**config.mk**
```make
export PLATFORM = sky130hd
export DESIGN_NAME = layer_compositor
export DESIGN_NICKNAME = d
export VERILOG_FILES = /design/src/rtl/display_pkg.sv /design/src/rtl/coll_accum.sv /design/src/rtl/layer_compositor.sv
export SDC_FILE = /design/constraint.sdc
export NUM_CORES = 1
export LEC_CHECK = 0
export BUFFER_PORTS_ARGS = -buffer_cell sky130_fd_sc_hd__buf_2
export CAP_MARGIN = 20
export CORE_AREA = 2 2 126 128
export CTS_CLUSTER_SIZE = 25
export DETAILED_ROUTE_END_ITERATION = 8
export DIE_AREA = 0 0 128 130
export GPL_TIMING_DRIVEN = 0
export PLACE_DENSITY = 0.53
export SYNTH_ARGS = -nofsm -noshare
export SYNTH_HDL_FRONTEND = slang
export SYNTH_SLANG_ARGS = --single-unit
```
**constraint.sdc**
```tcl
create_clock -name clk -period 2 [get_ports clk]
set_input_delay 0 -clock clk [delete_from_list [all_inputs] [get_ports clk]]
set_output_delay 0 -clock clk [all_outputs]
set_load 0.1 [all_outputs]
```
**src/rtl/display_pkg.sv**
```systemverilog
// Shared display-pipeline constants and helpers.
//   H_LAST_DEF / V_LAST_DEF : default last x / y count including blanking
//   COLOR_W_DEF             : default RGB word width
//   BLACK                   : blanked-pixel colour
//   idx_w()                 : width of a layer index that can also encode "background"
package display_pkg;

  localparam int unsigned H_LAST_DEF  = 799;
  localparam int unsigned V_LAST_DEF  = 524;
  localparam int unsigned COLOR_W_DEF = 12;

  localparam logic [COLOR_W_DEF-1:0] BLACK = '0;

  // Index range is 0..n_layers, where n_layers encodes the background.
  function automatic int unsigned idx_w(input int unsigned n_layers);
    return $clog2(n_layers + 1);
  endfunction

endpackage

```
**src/rtl/coll_accum.sv**
```systemverilog
// One collision channel: detects overlap of a group-A and a group-B layer on a
// visible pixel, accumulates it over the frame and publishes at end of frame.
//   clk, reset       : clock, synchronous active-high reset
//   pixel_tick       : pixel enable
//   video_on         : visible-area flag
//   eof              : end-of-frame pixel tick (already qualified by pixel_tick)
//   act              : effective per-layer activity
//   mask_a, mask_b   : group-A / group-B layer masks for this channel
//   flag             : collision flag for the previous frame
module coll_accum
  import display_pkg::*;
#(
  parameter int unsigned NUM_LAYERS = 12
) (
  input  logic                  clk,
  input  logic                  reset,
  input  logic                  pixel_tick,
  input  logic                  video_on,
  input  logic                  eof,
  input  logic [NUM_LAYERS-1:0] act,
  input  logic [NUM_LAYERS-1:0] mask_a,
  input  logic [NUM_LAYERS-1:0] mask_b,
  output logic                  flag
);

  logic [NUM_LAYERS-1:0] w_any;
  logic                  w_multi;
  logic                  w_hit;
  logic                  r_acc;
  logic                  r_flag;

  // At least two distinct active layers: clearing the lowest set bit leaves a bit set.
  always_comb begin
    w_any   = act & (mask_a | mask_b);
    w_multi = |(w_any & (w_any - NUM_LAYERS'(1)));
    w_hit   = (|(act & mask_a)) & (|(act & mask_b)) & w_multi & video_on & pixel_tick;
  end

  // Sticky accumulator; the final pixel's hit is folded into the published value.
  always_ff @(posedge clk) begin
    if (reset) begin
      r_acc  <= 1'b0;
      r_flag <= 1'b0;
    end else if (eof) begin
      r_flag <= r_acc | w_hit;
      r_acc  <= 1'b0;
    end else if (w_hit) begin
      r_acc  <= 1'b1;
    end
  end

  assign flag = r_flag;

endmodule

```
**src/rtl/layer_compositor.sv**
```systemverilog
// N-layer pixel compositor: picks the highest-priority enabled, active layer per
// pixel through a 1- or 2-tick output pipeline, and reports per-frame collisions.
//   clk, reset              : clock, synchronous active-high reset
//   pixel_tick, video_on    : pixel enable and visible-area flag from vga_sync
//   x, y                    : current pixel column / row
//   layer_on, layer_en      : per-layer pixel-active flags and runtime enables
//   layer_rgb, bg_rgb       : per-layer colours (layer i at [i*COLOR_W +: COLOR_W]), background
//   coll_mask_a/_b          : per-channel group masks (channel c at [c*NUM_LAYERS +: NUM_LAYERS])
//   rgb, win_idx            : composited colour and winning layer (NUM_LAYERS = background)
//   coll_flags, frame_done  : previous-frame collision flags and their update pulse
module layer_compositor
  import display_pkg::*;
#(
  parameter int unsigned NUM_LAYERS = 12,
  parameter int unsigned COLOR_W    = COLOR_W_DEF,
  parameter int unsigned NUM_COLL   = 4,
  parameter int unsigned PIPE       = 1,
  parameter int unsigned H_LAST     = H_LAST_DEF,
  parameter int unsigned V_LAST     = V_LAST_DEF
) (
  input  logic                           clk,
  input  logic                           reset,
  input  logic                           pixel_tick,
  input  logic                           video_on,
  input  logic [9:0]                     x,
  input  logic [9:0]                     y,
  input  logic [NUM_LAYERS-1:0]          layer_on,
  input  logic [NUM_LAYERS*COLOR_W-1:0]  layer_rgb,
  input  logic [NUM_LAYERS-1:0]          layer_en,
  input  logic [COLOR_W-1:0]             bg_rgb,
  input  logic [NUM_COLL*NUM_LAYERS-1:0] coll_mask_a,
  input  logic [NUM_COLL*NUM_LAYERS-1:0] coll_mask_b,
  output logic [COLOR_W-1:0]             rgb,
  output logic [idx_w(NUM_LAYERS)-1:0]   win_idx,
  output logic [NUM_COLL-1:0]            coll_flags,
  output logic                           frame_done
);

  localparam int unsigned IDX_W = idx_w(NUM_LAYERS);

  logic [NUM_LAYERS-1:0] w_act;
  logic [COLOR_W-1:0]    w_sel_rgb;
  logic [IDX_W-1:0]      w_sel_idx;
  logic                  w_eof;
  logic [COLOR_W-1:0]    r_s1_rgb;
  logic [IDX_W-1:0]      r_s1_idx;
  logic                  r_frame_done;

  // Priority select: scanning high to low leaves the lowest active index as winner.
  always_comb begin
    w_act     = layer_on & layer_en;
    w_sel_rgb = bg_rgb;
    w_sel_idx = IDX_W'(NUM_LAYERS);
    if (!video_on) begin
      w_sel_rgb = COLOR_W'(BLACK);
    end else begin
      for (int i = int'(NUM_LAYERS) - 1; i >= 0; i--) begin
        if (w_act[i]) begin
          w_sel_rgb = layer_rgb[i*COLOR_W +: COLOR_W];
          w_sel_idx = IDX_W'(i);
        end
      end
    end
  end

  assign w_eof = pixel_tick && (x == 10'(H_LAST)) && (y == 10'(V_LAST));

  // First output stage.
  always_ff @(posedge clk) begin
    if (reset) begin
      r_s1_rgb <= '0;
      r_s1_idx <= IDX_W'(NUM_LAYERS);
    end else if (pixel_tick) begin
      r_s1_rgb <= w_sel_rgb;
      r_s1_idx <= w_sel_idx;
    end
  end

  generate
    if (PIPE == 2) begin : g_pipe2
      logic [COLOR_W-1:0] r_s2_rgb;
      logic [IDX_W-1:0]   r_s2_idx;

      // Extra holding stage; rgb and index move together.
      always_ff @(posedge clk) begin
        if (reset) begin
          r_s2_rgb <= '0;
          r_s2_idx <= IDX_W'(NUM_LAYERS);
        end else if (pixel_tick) begin
          r_s2_rgb <= r_s1_rgb;
          r_s2_idx <= r_s1_idx;
        end
      end

      assign rgb     = r_s2_rgb;
      assign win_idx = r_s2_idx;
    end else begin : g_pipe1
      assign rgb     = r_s1_rgb;
      assign win_idx = r_s1_idx;
    end
  endgenerate

  // One collision channel per mask pair.
  generate
    for (genvar c = 0; c < int'(NUM_COLL); c++) begin : g_coll
      coll_accum #(
        .NUM_LAYERS(NUM_LAYERS)
      ) u_coll_accum (
        .clk       (clk),
        .reset     (reset),
        .pixel_tick(pixel_tick),
        .video_on  (video_on),
        .eof       (w_eof),
        .act       (w_act),
        .mask_a    (coll_mask_a[c*NUM_LAYERS +: NUM_LAYERS]),
        .mask_b    (coll_mask_b[c*NUM_LAYERS +: NUM_LAYERS]),
        .flag      (coll_flags[c])
      );
    end
  endgenerate

  // Pulses on the clock that publishes coll_flags.
  always_ff @(posedge clk) begin
    if (reset) r_frame_done <= 1'b0;
    else       r_frame_done <= w_eof;
  end

  assign frame_done = r_frame_done;

endmodule
```
==> impl_results.md, run 1 <==
* Share of post-route cells with drive strength above 1 at 0.428
* #FFs+latches synth at 25
* Core box area at 0.0154 mm2
* Min Tclk post-route at 1.81 ns
* Clock tree buffer depth at 2
* Clk root buf: clkbuf_16
* Seq/Total Area, Yosys at 0.132
* Routed wire length at 24.1 mm
* Via count of the first global-routing pass at 5,985
* DRC at 0
* Final Setup Violations at 0
* Hold_ws at 0.0256 ns
* Pre-antenna DRT Iters at 5
* Syn avg cell area at 6.89 um2
* CTS tree: done
* Post-synth EDFFs at 0
* Skew final at 0.0000564 ns
* Hold Path Stages at 3
* DR vias/cell at 5.71
* Iter 0 DRT Violations at 397
* Initial antenna violation count at 6
* RR Startpoint: g_coll[3].u_coll_accum.r_acc
* Final hold vios at 0
* Setup Buffers After CTS at 0
* Setup tns final at 0 ns
* Clock Sinks at 25
* Tightest Pin Transition at 0.672 ns
* Final Util at 0.371
* Row count at 46
* Max rail drop VDD at 0.244 mV
* Number of cells on the worst reg-to-reg path at 4
* Sink of the worst hold path: rgb[0]
* Most frequent cells in the layout: 335 x buf_2, 77 x nand2_1, 56 x nor2_1
* Power per Cell Area at 409 mW/mm2
* Skew-Pair Late Insertion Delay at 0.26 ns
* Post-route clock period utilization at 0.905
* Final Slew Violations at 0
* Post-DP HPWL at 20.5 mm
* Crit Path Category: in -> reg
* Netlist Area Pre-Place at 0.00378 mm2
* Ys flop type: dfxtp_1
* Net count, final at 1,174
* Syn. warnings at 0
* DRT antenna net count at 0
* Nature of the critical path endpoint: flop
* Dpl cell area at 0.00563 mm2
* CP Data Arrival Time at 2.00 ns
* Die height at 130 um
* Syn Inst Count at 549
* Port-buffer cells at 320
* Register-to-Register Setup Slack at 0.77 ns
* Final Wtd Congestion at 0.925
* Rel. slew slack at 0.552
* Clock transition at path regs at 0.06 ns
* Unique masters post-synth at 72
* WP data required at 2.19 ns
* Reg-to-reg critical path endpoint: g_coll[3].u_coll_accum.flag
* Number of H-tree levels at 1
* Finished Cell Area at 0.00572 mm2
* All-Layer GR Usage at 0.277
* Die ar. at 0.0166 mm2
* Drt wl/cell at 22.6 um
* HP Class: in -> reg
* RSZ-0062 raised after global routing: no
* Largest net degree at the start of global routing at 15
* Startpoint types: input port
* Die Width at 128 um
* Pleak at 0.00263 uW
* Gr ovfl total at 0
* Async S/R FF share, synth at 0
* Worst hold start: layer_rgb[24]
* Most common cell after layout, fill and taps aside: buf_2
* IO Pins at 321
* Worst-path maximum fanout at 10
* Cts-stage hold buffer count at 0
* DR vias at 6,101
* Total CTS buffers at 3
* Fillers at 1,764
* Fmax achieved at 0.553 GHz
* Post-CTS Resized at 0
* Outcome: complete, no violations
* Syn Nets at 849
* MaxCap Viol Count at 0
* Starting density of the core at 0.245
* Area grow syn2layout at 51.1%
* Global-route wire length before repair at 34.7 mm
==> logic make-up after synthesis <==
kind of cell | count (synthesis) | synth area share
adders and majority gates | 5 | 0.0142
buffers and inverters | 49 | 0.0761
AOI/OAI and AO/OA | 263 | 0.521
muxes | 1 | 0.00265
and+or+nand+nor | 206 | 0.254
DFF | 25 | 0.132
==> cell usage after synthesis (all sizes together) (2+ instances only) <==
cell type	number	area [um2]
nor4	4	40.0
or2	3	21.3
o22ai	11	68.8
o31ai	2	15.0
maj3	5	53.8
a31oi	4	25.0
clkbuf	19	115
a221o	9	90.1
a22o	16	141
a221oi	25	225
o311ai	3	26.3
and2	15	96.4
nand2	78	295
buf	25	154
a22oi	23	173
nor3	18	95.1
o211a	3	30.0
a21oi	33	165
dfxtp	25	500
a211oi	14	110
nand4	7	43.8
o211ai	18	135
and3	5	32.5
nand3	11	55.1
nor2	58	228
nand2b	2	12.5
a2111oi	3	51.3
o21ai	44	228
o221ai	29	254
a311oi	13	120
inv	5	18.8
o2111ai	3	26.3
==> final cells by class <==
type | instances | area [um2] | share of cell area
inverter | 5 | 18.8 | 0.00328
sequential | 25 | 500 | 0.0876
timing repair buffer | 320 | 1600 | 0.280
multi-input combinational | 475 | 3000 | 0.524
clock buffer | 3 | 75.1 | 0.0131
clock inverter | 1 | 5.00 | 0.000876
antenna | 4 | 10.0 | 0.00175
buffer | 44 | 269 | 0.0471
tap | 192 | 240 | 0.0420
==> how the worst max path moves through the flow <==
stage,startpoint,end,slack (ns),depth (start not counted)
floorplan,rgb[1],rgb[1],0.50,4
global placement,layer_on[10],rgb[4],-0.05,7
detailed placement,layer_on[8],g_coll[2].u_coll_accum.flag,-0.05,8
CTS,layer_on[8],g_coll[2].u_coll_accum.flag,0.23,8
global route,layer_on[10],rgb[3],0.05,7
finish,layer_on[8],g_coll[2].u_coll_accum.flag,0.19,8
==> per-layer routing <==
metal	routed length, um	vias up	global-route usage
li1	-	2880	-
met1	9170	2800	0.319
met2	12000	368	0.506
met3	2080	49	0.0554
met4	833	4	0.105
met5	24	-	0
==> critical path, stage by stage <==
cell and delay (ns):
buf_2 0.09, and2_1 0.12, clkbuf_1 0.42, clkbuf_1 0.58, a22oi_1 0.19, a31oi_1 0.20, o32ai_1 0.16, a211oi_2 0.22
==> report_power, final <==
part | switching (uW) | internal [uW]
Sequential | 17.6 | 526
Clock | 174 | 269
Combinational | 824 | 525
==> through the flow <==
stage	power, uW	std cells	setup slack [ns]
2_1_floorplan	1280	549	0.502
3_3_place_gp	1890	1061	-0.0464
3_5_place_dp	1890	1061	-0.0454
4_1_cts	2340	1065	0.232
5_1_grt	2480	1069	0.0502
6_report	2340	1069	0.190
==> registers in the layout (all words and copies together), names as in the netlist <==
register / flops
rgb: 12
g_coll.u_coll_accum.flag: 4
g_coll.u_coll_accum.r_acc: 4
win_idx: 4
frame_done: 1
(Power assumes the default switching activity.)
==> run 2: changes to the inputs <==
- CORE_AREA: 2 2 126 128 -> 2 2 124 126
- DIE_AREA: 0 0 128 130 -> 0 0 126 128
- PLACE_DENSITY: 0.53 -> 0.56
- SYNTH_HIERARCHICAL: default -> 1
==> run 2 against run 1 <==
  * Count of clock-buffer cells in the layout stayed put
  * Clock skew hardly changed
  * Largest power group unchanged
  * Via count is 2.5% higher
  * Sequential share of layout area is 0.52 points lower
  * Clock power is 12% higher
  * Sequential power is 2% lower
  * Design area is 6.3% higher
  * Synthesized area is 5.6% higher
  * Non-clock buffer count is 10 lower
  * Global-route usage is 1.6 points lower
  * Combinational power is 3% higher
==> impl_results.md, run 2 <==
* Share of post-route cells with drive strength above 1 at 0.464 (was 0.428)
* Clock Sinks at 25 (unchanged)
* Ys flop type: dfxtp_1 (unchanged)
* Multiplexer share of the synthesized area at 0.0276 (was 0.00265)
* DR vias/cell at 5.80 (was 5.71)
* Starting density of the core at 0.269 (was 0.245)
* Drt wl/cell at 21.0 um (was 22.6 um)
* Most common cell after layout, fill and taps aside: buf_2 (unchanged)
* Worst-path maximum fanout at 16 (was 10)
* CTS tree: done (unchanged)
* DR vias at 6,255 (was 6,101)
* Post-DP HPWL at 18.4 mm (was 20.5 mm)
* RR Startpoint: rgb[9] (was g_coll[3].u_coll_accum.r_acc)
* Worst hold start: layer_rgb[27] (was layer_rgb[24])
* Die Width at 126 um (was 128 um)
* Clock transition at path regs at 0.07 ns (was 0.06 ns)
* Synth Area in XOR/XNOR at 0 (unchanged)
* MaxCap Viol Count at 0 (unchanged)
* Post-synth EDFFs at 0 (unchanged)
* Post-synthesis compound-gate area fraction at 0.530 (was 0.521)
* Post-synthesis adder-cell area fraction at 0 (was 0.0142)
* Via count of the first global-routing pass at 6,027 (was 5,985)
* Largest cells by area after synthesis: dfxtp_1 13%, a221oi_1 7.5%, o21ai_0 5.6% (was dfxtp_1 13%, nand2_1 7.6%, o221ai_1 6.7%)
* Row count at 45 (was 46)
* Net count, final at 1,188 (was 1,174)
* Number of cells on the worst reg-to-reg path at 4 (unchanged)
* Post-synth top cells: 45 x o21ai_0, 44 x nand2_1, 40 x nor2_1, 34 x a221oi_1, 29 x o21ai_1 (was 77 x nand2_1, 56 x nor2_1, 33 x a21oi_1, 33 x o21ai_0, 29 x o221ai_1)
* Unique masters post-synth at 61 (was 72)
* Inst Count DP at 1,059 (was 1,061)
* Port-buffer cells at 320 (unchanged)
* Global-route wire length before repair at 33.2 mm (was 34.7 mm)
* Area grow syn2layout at 52.2% (was 51.1%)
* Max reg flops at 12 (unchanged)
* Netlist Area Pre-Place at 0.00399 mm2 (was 0.00378 mm2)
* Hold Path Stages at 3 (unchanged)
* DRC at 0 (unchanged)
* Outcome: complete, no violations (unchanged)
* #FFs+latches synth at 25 (unchanged)
* Sink of the worst hold path: rgb[3] (was rgb[0])
* Synth Area in Simple Gates at 0.256 (was 0.254)
* Pre-antenna DRT Iters at 5 (unchanged)
* CP Data Arrival Time at 1.98 ns (was 2.00 ns)
* DRT antenna net count at 0 (unchanged)
* Routed wire length at 22.6 mm (was 24.1 mm)
* Max rail drop VDD at 0.294 mV (was 0.244 mV)
* Most instantiated library cell after synthesis: o21ai_0 (was nand2_1)
* Pleak at 0.00273 uW (was 0.00263 uW)
* IO Pins at 321 (unchanged)
* Register-to-Register Setup Slack at 0.75 ns (was 0.77 ns)
* Post-route clock period utilization at 0.919 (was 0.905)
* Final Setup Violations at 0 (unchanged)
* Crit Path Category: in -> reg (unchanged)
* RSZ-0062 raised after global routing: no (unchanged)
* Syn avg cell area at 7.26 um2 (was 6.89 um2)
* Core box area at 0.0149 mm2 (was 0.0154 mm2)
* Final Slew Violations at 0 (unchanged)
* WP data required at 2.15 ns (was 2.19 ns)
* Skew final at 0.000251 ns (was 0.0000564 ns)
* Final Wtd Congestion at 0.926 (was 0.925)
* Tightest Pin Transition at 0.730 ns (was 0.672 ns)
* Startpoint types: input port (unchanged)
* Final hold vios at 0 (unchanged)
* Fmax achieved at 0.544 GHz (was 0.553 GHz)
* Yosys top cell area share at 0.125 (was 0.132)
* Cts-stage hold buffer count at 0 (unchanged)
* Dpl cell area at 0.00584 mm2 (was 0.00563 mm2)
* Number of H-tree levels at 1 (unchanged)
* Rel. slew slack at 0.513 (was 0.552)
* Nature of the critical path endpoint: flop (unchanged)
* Largest net degree at the start of global routing at 22 (was 15)
* Final Non-Filler Cells at 1,078 (was 1,069)
* Syn. warnings at 6 (was 0)
* Die height at 128 um (was 130 um)
* Die ar. at 0.0161 mm2 (was 0.0166 mm2)
* Fillers at 1,652 (was 1,764)
* Gr ovfl total at 0 (unchanged)
* Iter 0 DRT Violations at 465 (was 397)
* Initial antenna violation count at 3 (was 6)
* Async S/R FF share, synth at 0 (unchanged)
* Clk root buf: clkbuf_16 (unchanged)
* Main combinational cell family by area after synthesis: compound AO/OA/AOI/OAI gates (unchanged)
* Area leader, netlist: dfxtp_1 (unchanged)
* Skew-Pair Late Insertion Delay at 0.28 ns (was 0.26 ns)
* Most frequent cells in the layout: 325 x buf_2, 45 x o21ai_0, 43 x nand2_1 (was 335 x buf_2, 77 x nand2_1, 56 x nor2_1)
* Min Tclk post-route at 1.84 ns (was 1.81 ns)
* Clock tree buffer depth at 2 (unchanged)
* Total CTS buffers at 3 (unchanged)
* All-Layer GR Usage at 0.261 (was 0.277)
* Finished Cell Area at 0.00608 mm2 (was 0.00572 mm2)
* Power per Cell Area at 398 mW/mm2 (was 409 mW/mm2)
* Syn Inst Count at 550 (was 549)
* Seq/Total Area, Yosys at 0.125 (was 0.132)
* Reg-to-reg critical path endpoint: rgb[9] (was g_coll[3].u_coll_accum.flag)
* Syn Nets at 850 (was 849)
* HP Class: in -> reg (unchanged)
[run 2: changes by cell type after synthesis, sizes merged, moves of 9 or more]
cell    delta
o21ai     +46
mux2i     +10
buf       -10
a22oi     -18
a22o       +9
and2      -13
nor2      -14
o211ai    -16
clkbuf    -11
a221oi    +11
o221ai    -16
nand2     -30
inv       +20
a31oi     +20
[run 2: final cells by class]
| cell class | instances | area, um2 | area share |
|---|---|---|---|
| Timing Repair Buffer | 332 | 1690 | 0.278 |
| Buffer | 22 | 146 | 0.0241 |
| Tap cell | 188 | 235 | 0.0387 |
| Multi-Input combinational cell | 477 | 3290 | 0.542 |
| Sequential cell | 25 | 500 | 0.0823 |
| Timing Repair inverter | 2 | 10.0 | 0.00165 |
| Antenna cell | 3 | 7.51 | 0.00124 |
| Clock buffer | 3 | 75.1 | 0.0124 |
| Inverter | 25 | 113 | 0.0185 |
| Clock inverter | 1 | 7.51 | 0.00124 |
[run 2: cell families after synthesis]
kind of cell,count (synthesis)
AO/OA/AOI/OAI,289
AND/OR/NAND/NOR,177
buffers and inverters,48
flip-flops,25
multiplexers,11
[run 2: worst max-delay path by stage]
stage                 start                           end  slack, ns  cells after the start
5_1_grt        layer_on[11]   g_coll[1].u_coll_accum/flag       0.03                     11
4_1_cts         layer_on[2]  g_coll[3].u_coll_accum/r_acc       0.01                     11
3_5_place_dp    layer_on[2]  g_coll[3].u_coll_accum/r_acc      -0.36                     11
6_report        layer_en[5]  g_coll[0].u_coll_accum/r_acc       0.16                      9
2_1_floorplan       rgb[10]                       rgb[10]       0.29                      5
3_3_place_gp    layer_on[2]  g_coll[3].u_coll_accum/r_acc      -0.39                     11
[run 2: through the flow]
step | setup TNS [ns] | util | hold slack (ns) | power (uW) | setup slack (ns)
global placement | -2.23 | 0.393 | 0.302 | 1870 | -0.394
floorplan | 0 | - | 0.0785 | 1280 | 0.286
CTS | 0 | 0.400 | 0.0226 | 2370 | 0.0133
global route | 0 | 0.409 | 0.0401 | 2540 | 0.0319
detailed placement | -2.05 | 0.393 | 0.306 | 1870 | -0.363
finish | 0 | 0.409 | 0.0185 | 2420 | 0.163
[run 2: power breakdown]
part	total [uW]	switching (uW)	internal, uW
logic	1390	840	547
clock network	497	223	273
registers	535	12.3	523
[run 2: timing repair]
| action | 4_1_cts | 5_1_grt |
|---|---|---|
| pin swaps | 1 | 2 |
| gates resized for setup | 2 | 11 |
| setup buffers | 0 | 11 |
| endpoints found under the hold margin | 0 | 0 |
| gates cloned | 0 | 2 |
| endpoints found under the setup margin | 4 | 6 |
[run 2: layer usage]
layer  part of all wire  routed length [um]  track usage  vias to the layer above
met5                  0                   0            0                        -
met4              0.026                 580       0.0782                        0
met3              0.080                1810       0.0284                       46
met2               0.46               10500        0.443                      345
met1               0.43                9770        0.350                     2913
li1                   -                   -            -                     2951
[run 2: worst max-delay path: stages]
cell and delay, ns:
buf_2 0.11, nand2_1 0.13, inv_1 0.35, o21ai_1 0.31, nand2_1 0.10, nor2_1 0.15, a41oi_1 0.19, o41ai_4 0.50
a211oi_1 0.13
